## config.mk

```make
export PLATFORM = sky130hd
export DESIGN_NAME = reg_write_sched
export DESIGN_NICKNAME = d
export VERILOG_FILES = /design/src/rtl/lc3_pkg.sv /design/src/rtl/dec3to8.sv /design/src/rtl/rr_arbiter.sv /design/src/rtl/reg_write_sched.sv
export SDC_FILE = /design/constraint.sdc
export NUM_CORES = 1
export LEC_CHECK = 0
export BUFFER_PORTS_ARGS = -buffer_cell sky130_fd_sc_hd__buf_2
export CAP_MARGIN = 40
export CORE_AREA = 3 3 92 94
export DETAILED_ROUTE_END_ITERATION = 8
export DIE_AREA = 0 0 95 97
export GPL_ROUTABILITY_DRIVEN = 1
export PLACE_DENSITY_LB_ADDON = 0.1
export SLEW_MARGIN = 0
export SYNTH_ARGS = -nofsm -noshare
export SYNTH_HDL_FRONTEND = slang
export SYNTH_SLANG_ARGS = --single-unit
```

## constraint.sdc

```tcl
create_clock -name clk -period 6.53 [get_ports clk]
set_input_delay 0.653 -clock clk [delete_from_list [all_inputs] [get_ports clk]]
set_output_delay 0.653 -clock clk [all_outputs]
set_load 0.05 [all_outputs]
```

## src/rtl/lc3_pkg.sv

```systemverilog
// Shared LC-3 register-file definitions: register indexing, NZP type and
// the condition-code helper used by the writeback scheduler.
package lc3_pkg;

  localparam int REG_COUNT = 8;
  localparam int REG_IDX_W = 3;
  localparam int WORD_W    = 16;

  typedef logic [2:0] nzp_t;

  localparam nzp_t NZP_RESET = 3'b010;

  // Exactly one of {N,Z,P} is set for any 16-bit word.
  function automatic nzp_t calc_nzp(input logic signed [WORD_W-1:0] data);
    if (data[WORD_W-1])  return 3'b100;
    else if (data == '0) return 3'b010;
    else                 return 3'b001;
  endfunction

endpackage

```

## src/rtl/dec3to8.sv

```systemverilog
// 3-to-8 one-hot decoder with enable, shared by the register-file write path.
module dec3to8 (
  input  logic       en,
  input  logic [2:0] idx,
  output logic [7:0] onehot
);

  assign onehot = en ? (8'b1 << idx) : 8'b0;

endmodule

```

## src/rtl/rr_arbiter.sv

```systemverilog
// Round-robin arbiter: search starts at the pointer, pointer moves past the
// winner only when the grant is actually consumed (advance).
module rr_arbiter #(
  parameter int N = 3
) (
  input  logic                                clk,
  input  logic                                rst,
  input  logic [N-1:0]                        req,
  input  logic                                advance,
  output logic [N-1:0]                        grant,
  output logic [(N > 1 ? $clog2(N) : 1)-1:0]  ptr
);

  localparam int PW = (N > 1) ? $clog2(N) : 1;

  logic          found;
  logic [PW-1:0] gidx;
  int            idx;

  always_comb begin
    grant = '0;
    gidx  = '0;
    found = 1'b0;
    idx   = 0;
    for (int k = 0; k < N; k++) begin
      idx = (int'(ptr) + k) % N;
      if (!found && req[idx]) begin
        found      = 1'b1;
        grant[idx] = 1'b1;
        gidx       = PW'(idx);
      end
    end
  end

  always_ff @(posedge clk or posedge rst) begin
    if (rst) begin
      ptr <= '0;
    end else if (advance && found) begin
      ptr <= (int'(gidx) == N - 1) ? '0 : gidx + 1'b1;
    end
  end

endmodule

```

## src/rtl/reg_write_sched.sv

```systemverilog
// LC-3 register-file write-port scheduler: round-robin writeback, busy
// scoreboard and NZP. Optional forwarding outputs under REG_WRITE_SCHED_BYPASS_EN.
module reg_write_sched
  import lc3_pkg::*;
#(
  parameter int NREQ = 3,
  parameter int W    = 16
) (
  input  logic                          clk,
  input  logic                          rst,
  input  logic [NREQ-1:0]               req_valid,
  output logic [NREQ-1:0]               req_ready,
  input  logic [NREQ*REG_IDX_W-1:0]     req_dr,
  input  logic [NREQ*W-1:0]             req_data,
  input  logic [NREQ-1:0]               req_setcc,
  input  logic                          reserve_valid,
  input  logic [REG_IDX_W-1:0]          reserve_dr,
  output logic [REG_COUNT-1:0]          busy,
  output logic [REG_COUNT-1:0]          rf_we,
  output logic signed [W-1:0]           rf_wdata,
  output nzp_t                          nzp
`ifdef REG_WRITE_SCHED_BYPASS_EN
  ,
  output logic                          byp_valid,
  output logic [REG_IDX_W-1:0]          byp_dr,
  output logic signed [W-1:0]           byp_data
`endif
);

  logic [NREQ-1:0]        grant;
  logic                   xfer_p0;
  logic [REG_IDX_W-1:0]   sel_dr_p0;
  logic signed [W-1:0]    sel_data_p0;
  logic                   sel_setcc_p0;
  logic [REG_COUNT-1:0]   we_dec_p0;
  logic [REG_COUNT-1:0]   rsv_dec_p0;

  rr_arbiter #(.N(NREQ)) u_arb (
    .clk     (clk),
    .rst     (rst),
    .req     (req_valid),
    .advance (xfer_p0),
    .grant   (grant),
    .ptr     ()
  );

  assign req_ready = grant & req_valid;
  assign xfer_p0   = |(req_valid & req_ready);

  always_comb begin
    sel_dr_p0    = '0;
    sel_data_p0  = '0;
    sel_setcc_p0 = 1'b0;
    for (int i = 0; i < NREQ; i++) begin
      if (req_ready[i]) begin
        sel_dr_p0    = req_dr[REG_IDX_W*i +: REG_IDX_W];
        sel_data_p0  = req_data[W*i +: W];
        sel_setcc_p0 = req_setcc[i];
      end
    end
  end

  dec3to8 u_we_dec (
    .en     (xfer_p0),
    .idx    (sel_dr_p0),
    .onehot (we_dec_p0)
  );

  dec3to8 u_rsv_dec (
    .en     (reserve_valid),
    .idx    (reserve_dr),
    .onehot (rsv_dec_p0)
  );

  // p0 -> p1: register-file write, NZP and scoreboard update
  always_ff @(posedge clk or posedge rst) begin
    if (rst) begin
      rf_we    <= '0;
      rf_wdata <= '0;
      nzp      <= NZP_RESET;
      busy     <= '0;
    end else begin
      rf_we <= we_dec_p0;
      if (xfer_p0) rf_wdata <= sel_data_p0;
      if (xfer_p0 && sel_setcc_p0) nzp <= calc_nzp(sel_data_p0);
      // Set is applied after clear so a same-cycle reserve wins.
      busy <= (busy & ~we_dec_p0) | rsv_dec_p0;
    end
  end

`ifdef REG_WRITE_SCHED_BYPASS_EN
  assign byp_valid = xfer_p0;
  assign byp_dr    = sel_dr_p0;
  assign byp_data  = sel_data_p0;
`endif

endmodule

```

==> results list, run 1 <==
- Counting every sink on the clock net gives 37.
* Largest stage delay, worst path: 680 ps
- Inserted Diodes: 0
- Counting flops and latches in the post-synthesis netlist gives 37.
* Path depth of the worst reg2reg path: 9
* Final number of hold-violating endpoints: 0
* Total global routing track utilization: 16.8%
- After synthesis, the mean cell area works out to 8.72 um2.
- Number of port buffers: 106
- IR analysis of the VDD net gives a maximum drop of 0.201 mV.
- The floorplan step defined a core boundary enclosing 7730 um2.
- Max-slew violations: 0
* CTS resizes: 0
- Yosys top cell area share: 37.8%
- The count of cells in the finished layout, fillers not included, comes to 471.
- The number of global-route vias before repair is 2404.
- For this run, the register share of the synthesized area comes to 38.9%.
- STA classifies the critical path startpoint as a register.
* Worst-Margin Slew: 818 ps
* Synth Net Count: 346
- Yosys printed 0 warnings.
* Commonest cells in the netlist: sky130_fd_sc_hd__nand2_1, sky130_fd_sc_hd__dfrtp_1, sky130_fd_sc_hd__nand3_1, sky130_fd_sc_hd__a21oi_1, sky130_fd_sc_hd__inv_1
* Total gr overflow: 0
- Setup total negative slack on the finished layout was measured at 0 ps.
- Time the worst path needs with I/O delays and setup: 4020 ps
- Number of instances in the synthesized netlist: 273
* Final setup viols: 0
* Buffer type at the clock tree root: sky130_fd_sc_hd__clkbuf_8
* Area Growth Syn to Fin: 28.9%
- The H-tree was split into 2 levels.
- For this design the ratio of total power to cell area is 614 nW/um2.
- Result of the run: finished clean
- The first global-routing pass estimated 12300 um of wire.
- For the worst setup path, the data required time is 5880 ps.
- In this run, post-CTS hold repair placed 0 buffers.
* Worst min-delay path category: primary input to asynchronous set/reset pin
* Cells along the critical path: inv_1 > ha_1 > mux2i_2 > a21oi_1 > or2_1 > inv_1 > buf_2
- Post-CTS setup buffer count: 0
* Vias post-DR: 2390
- The floorplan step set the die height to 97 um.
- The most critical setup path has its startpoint at u_arb.ptr[1].
- CP Max Fanout: 27
* Clock-pin slew on the worst setup and hold paths: 80 ps
* Kind of critical path: register to primary output
- Yosys cell types: 51
- First drt pass iteration count: 4
- Post-detailed-route via-to-cell ratio: 5.07
- Once the floorplan was initialized, standard cells occupied 30.8% of the core.
- Among all stages on the critical path, the largest delay is contributed by sky130_fd_sc_hd__inv_1.
- The initial antenna violation count was 0.
* Pin count of the biggest net entering global routing: 38
- Maximum Capacitance Violations: 0
* Maximum clock rate: 248 MHz
* Final setup margin: 2510 ps
* Register cell area after layout: 927 um2
- Once detail routing completed, the nets flagged for antenna violations numbered 0.
- During I/O placement, the number of pins put on the boundary was 107.
- Cells with a size suffix above 1 make up 36.0% of the layout.
- The net count of the finished layout is 441.
- Synth async-reset ratio: 100%
- Biggest area contributors in the synthesized netlist: sky130_fd_sc_hd__dfrtp_1, sky130_fd_sc_hd__nand2_1, sky130_fd_sc_hd__nand3_1
- Measured along the x axis, the die boundary spans 95 um.
- Maximum number of buffers from clock root to sink: 2
- Number of placement rows: 32
* Share of the clock period used by the worst path after layout: 61.6%
- Filler Cells Inserted: 828
* DP Worst Slack: 2570 ps
* Setup repair after global routing missed its margin: no
- Leakage power total: 1.51 nW
- Mapped Area: 2380 um2
- TritonCTS built the clock tree.
- Number of CTS-inserted buffers: 5
- In this run the critical register-to-register path is launched from u_arb.ptr[1].
* Total Die Area: 9220 um2
- Summed over all nets, the half-perimeter wirelength after detailed placement is 5920 um.
- Total area of multi-input combinational cells: 1270 um2
* Initial DRC Count: 70
* Kind of end point of the critical path: primary output
- Worst EP arrival: 3370 ps
- Number of flops mapped to enable cells by yosys: 0
- Final routed DRC violation total: 0
- Commonest register cell after synthesis: sky130_fd_sc_hd__dfrtp_1
- The most common cell in the synthesized netlist is sky130_fd_sc_hd__nand2_1.
* Clock insertion delay at the later pin of the skew report: 290 ps
- Average wire per standard cell: 16.1 um
- Number of cells in the design after placement: 463
* Worst rel slew slack: 45.5%
- In this design, the critical path's most frequently occurring cell is sky130_fd_sc_hd__inv_1.
- Summed over all instances, the cell type with the most area after synthesis is sky130_fd_sc_hd__dfrtp_1.
- Final weighted congestion in routability-driven placement: 0.881
- The routed design has 7570 um of wire.
- The clock arrives with 5.92 ps of skew.
state kept, by name, summed over array words and instances (netlist names):
register   count
busy           8
rf_wdata      16
nzp            3
rf_we          8
u_arb.ptr      2
critical path: cells and delay by family (launching register included):
family | cells | cell delay (ps)
flops | 1 | 420
simple gates | 1 | 530
compound gates | 1 | 110
fa+ha+maj | 1 | 400
buf+inv | 3 | 1160
mux | 1 | 450
cell type report:
class	count	share of cell area, %
Tap cell	102	4.16
Multi-Input combinational cell	198	41.3
Clock buffer	5	2.24
Clock inverter	3	2.12
Timing Repair Buffer	107	17.5
Inverter	19	2.49
Sequential cell	37	30.2
kinds of logic after synthesis:
| kind of cell | after synthesis | share of synthesized area (%) |
|---|---|---|
| muxes | 5 | 2.42 |
| DFF | 37 | 38.9 |
| adders and majority gates | 4 | 2.10 |
| and+or+nand+nor | 105 | 23.1 |
| AOI/OAI and AO/OA | 84 | 25.5 |
| buffers and inverters | 38 | 7.88 |
per-stage QoR:
stage                     instance area, um2  util [%]  hold slack, ps  power, mW
after floorplan                         2380         -             505       1.40
after global placement                  2940      38.0             458       1.65
after detailed placement                2940      38.0             458       1.66
after CTS                               3070      39.7             480       1.90
after global routing                    3070      39.7             501       2.05
final                                   3070      39.7             462       1.88
routing by layer:
layer / global-route usage [%] / share of wire, %
met1: 23.9 / 46
met2: 25.4 / 46
met3: 3.65 / 6.1
met4: 4.88 / 1.6
met5: 0 / 0
placed cells by master (no fill, tap or decap), drive strengths merged, types with 4 or more instances in the layout:
cell / count
buf: 107
nand2: 47
dfrtp: 36
nand3: 25
a21oi: 21
inv: 19
o21ai: 16
o2bb2ai: 8
o211ai: 8
o221ai: 8
a21o: 7
nor3: 7
nor2: 5
clkbuf: 5
ha: 4
power by group:
part           total (mW)  switching (mW)  internal (mW)  leakage [nW]
logic                1.26           0.907          0.354         0.997
clock network       0.238          0.0860          0.152        0.0681
registers           0.385          0.0519          0.333         0.448
total                1.88            1.05          0.838          1.51
final timing paths:
kind | to | slack [ps]
max in group asynchronous | nzp[1] | 5720
min in group clk | rf_wdata[1] | 470
max | req_ready[2] | 2510
min | rf_wdata[0] | 460
min reg2reg | rf_wdata[1] | 470
max reg2reg | u_arb.ptr[1] | 2620
Note: power is estimated with default switching activity, not from simulation.
==> run 2: changes to the inputs <==
==> constraint.sdc (replaced) <==
create_clock -name clk -period 3.65 [get_ports clk]
set_input_delay 0.365 -clock clk [delete_from_list [all_inputs] [get_ports clk]]
set_output_delay 0.365 -clock clk [all_outputs]
set_load 0.05 [all_outputs]
==> run 2 against run 1 <==
Hold slack worse by 290 ps. Non-clock buffer count up 8. Core utilization up 0.16 points. First-iteration DRC count up 41%. Cell count up 1.7%. Clock-buffer cell count unchanged. Flip-flop and latch count unchanged. Die area unchanged. Final area up 0.41%. Register-to-register slack worse by 2300 ps. Critical path depth up 5. Via count up 0.50%.
==> results list, run 2 (synthesized netlist as in run 1, its figures left out) <==
- Leakage power total: 1.53 nW (+0.98%)
- The max-slew violation count is 0 (unchanged).
- Pin count of the biggest net entering global routing: 38 (unchanged)
- Clock insertion delay at the later pin of the skew report: 280 ps (about the same)
- The number of buffers added to fix hold violations after cts is 0 (unchanged).
- Final number of hold-violating endpoints: 0 (unchanged)
- The die area is 9220 um2 (unchanged).
* Area Growth Syn to Fin: 29.4%
* Number of CTS-inserted buffers: 5 (unchanged)
* Vias post-DR: 2402 (+0.50%)
- X dimension of the die: 95 um (unchanged)
* CTS Sinks: 37 (unchanged)
* Number of cells in the design after placement: 471 (+1.7%)
* CTS resizes: 0 (unchanged)
* Reg2Reg Setup Slack: 360 ps (-2260 ps)
- The library cells used most frequently in the layout, excluding fill and tap cells, are sky130_fd_sc_hd__buf_2, sky130_fd_sc_hd__nand2_1, sky130_fd_sc_hd__dfrtp_1, sky130_fd_sc_hd__nand3_1.
- The transition at the pin with the smallest max-transition slack came to 478 ps (-340 ps).
- STA classifies the critical path endpoint as a register.
- The required time of the critical path came to 3890 ps (-1990 ps).
- Top flop regs: rf_wdata (16), busy (8), rf_we (8)
- Clock-pin slew on the worst setup and hold paths: 80 ps (about the same)
- Number of global-route vias before repair: 2383 (-0.87%)
* Path depth of the worst reg2reg path: 12 (+3)
- Most common cell after layout, fill and taps aside: sky130_fd_sc_hd__buf_2
- Maximum clock rate: 304 MHz
* Maximum Capacitance Violations: 0 (unchanged)
* Worst EP arrival: 3530 ps (+160 ps)
- The number of DRC violations after detailed-routing iteration 0 is 99 (+41%).
* Number of H-tree levels: 2 (unchanged)
- The share of post-route cells with drive strength above 1 came to 37.4% (+1.4 points).
* Average wire per standard cell: 15.9 um (-0.79%)
- Register with the most flip-flops: rf_wdata
- The total length of routed wires was 7640 um (+0.90%).
- TritonCTS built the clock tree.
- Worst min-delay path category: primary input to asynchronous set/reset pin
- The antenna violation net count after detailed routing is 0 (unchanged).
- The number of setup violations in the final report is 0 (unchanged).
* HPWL after detailed placement: 5940 um (+0.37%)
- STA classifies the critical path startpoint as a register.
- The initial antenna violation count was 0 (unchanged).
- The root buffer cell chosen for the clock tree is sky130_fd_sc_hd__clkbuf_8.
- The most critical setup path has its startpoint at u_arb.ptr[0].
* Chip height: 97 um (unchanged)
- The largest fanout on the critical path came to 23 (-15%).
- The peak supply drop came to 0.468 mV (+130%).
* Initial cell density of the core: 30.8% (unchanged)
* Share of the clock period used by the worst path after layout: 90.2%
- Largest register FFs: 16 (unchanged)
* Global-route wire length before repair: 12200 um (-0.72%)
- First drt pass iteration count: 4 (unchanged)
* Number of port buffers: 106 (unchanged)
* Post-CTS setup buffer count: 0 (unchanged)
- The detailed-route vias per instance came to 5.01 (-1.2%).
* Total global routing track utilization: 16.9% (+0.083 points)
- Total gr overflow: 0 (unchanged)
- Setup TNS: 0 ps (unchanged)
- The worst setup path is of the register to register kind.
* Inserted Diodes: 0 (unchanged)
* Endpoint of the worst setup timing path: nzp[1]
- The floorplan core area came to 7730 um2 (unchanged).
- Worst r2r src: u_arb.ptr[0]
- Count of placed standard cells in the final layout, fillers left out: 479 (+1.7%)
* Net count, final: 449 (+1.8%)
- Fin Clk Skew: 6.01 ps (+0.0921 ps)
* Final weighted congestion in routability-driven placement: 0.814 (-7.5%)
- Setup repair after global routing left no endpoint under its margin.
- The clock tree buffer depth came to 2 (unchanged).
- Final routed DRC violation total: 0 (unchanged)
- Endpoint of the lowest-slack register-to-register path: nzp[1]
* Time the worst path needs with I/O delays and setup: 3290 ps
- The cell area power density is 1080 nW/um2 (+76%).
- The count of standard-cell rows is 32 (unchanged).
- Result of the run: finished clean
* Top Ports: 107 (unchanged)
- Worst rel slew slack: 67.8% (+22 points)
[run 2: cell count changes in the layout (fill, tap and decap cells not counted), sizes merged]
cell / previous run / this run
bufinv: 2 / 0
buf: 107 / 115
clkinvlp: 0 / 1
clkinv: 1 / 2
[run 2: where the power goes]
group	internal, mW	total, mW	leakage [nW]	switching, mW
Sequential	0.595	0.683	0.448	0.0877
Clock	0.132	0.291	0.0439	0.159
Combinational	0.700	2.35	1.04	1.65
Total	1.43	3.32	1.53	1.90
[run 2: layout make-up]
cell class                      count  area, um2
Fill cell                         800       4650
Tap cell                          102        128
Inverter                           19       76.3
Timing Repair Buffer              115        598
Multi-Input combinational cell    198       1270
Sequential cell                    37        927
Clock buffer                        5       68.8
Clock inverter                      3       17.5
[run 2: critical path, stage by stage (launching register included)]
cell and delay (ps):
sky130_fd_sc_hd__dfrtp_1 390, sky130_fd_sc_hd__inv_1 80, sky130_fd_sc_hd__ha_1 410, sky130_fd_sc_hd__or3b_1 410, sky130_fd_sc_hd__a211oi_2 300, sky130_fd_sc_hd__nor4_4 80, sky130_fd_sc_hd__or2_1 300, sky130_fd_sc_hd__inv_6 190
sky130_fd_sc_hd__o221ai_1 140, sky130_fd_sc_hd__o21ai_0 210, sky130_fd_sc_hd__nand4_1 180, sky130_fd_sc_hd__nor4_2 350, sky130_fd_sc_hd__mux2_1 190
[run 2: metal layers]
metal,vias to the layer above,track usage [%],routed length [um]
met5,-,0,0
met4,0,4.00,64
met3,7,4.20,461
met2,72,26.4,3620
met1,1129,23.3,3500
li1,1194,-,-
[run 2: worst min path at each step]
stage,start,slack [ps],end,cells after the start
detailed placement,rf_wdata[10],460,rf_wdata[10],2
global route,rst,240,rf_wdata[11],3
finish,rst,180,rf_wdata[11],3
global placement,rf_wdata[5],460,rf_wdata[5],2
CTS,rst,200,rf_we[0],3
floorplan,reserve_dr[1],480,busy[5],1
[run 2: stage by stage]
step | setup slack (ps) | utilization (%) | instance area (um2) | power [mW] | hold slack (ps)
global route | 144 | 39.9 | 3080 | 3.59 | 236
CTS | 338 | 39.9 | 3080 | 3.35 | 197
detailed placement | 370 | 38.8 | 3000 | 3.05 | 458
floorplan | 524 | - | 2380 | 2.51 | 477
global placement | 430 | 38.8 | 3000 | 3.06 | 455
finish | 358 | 39.9 | 3080 | 3.32 | 176
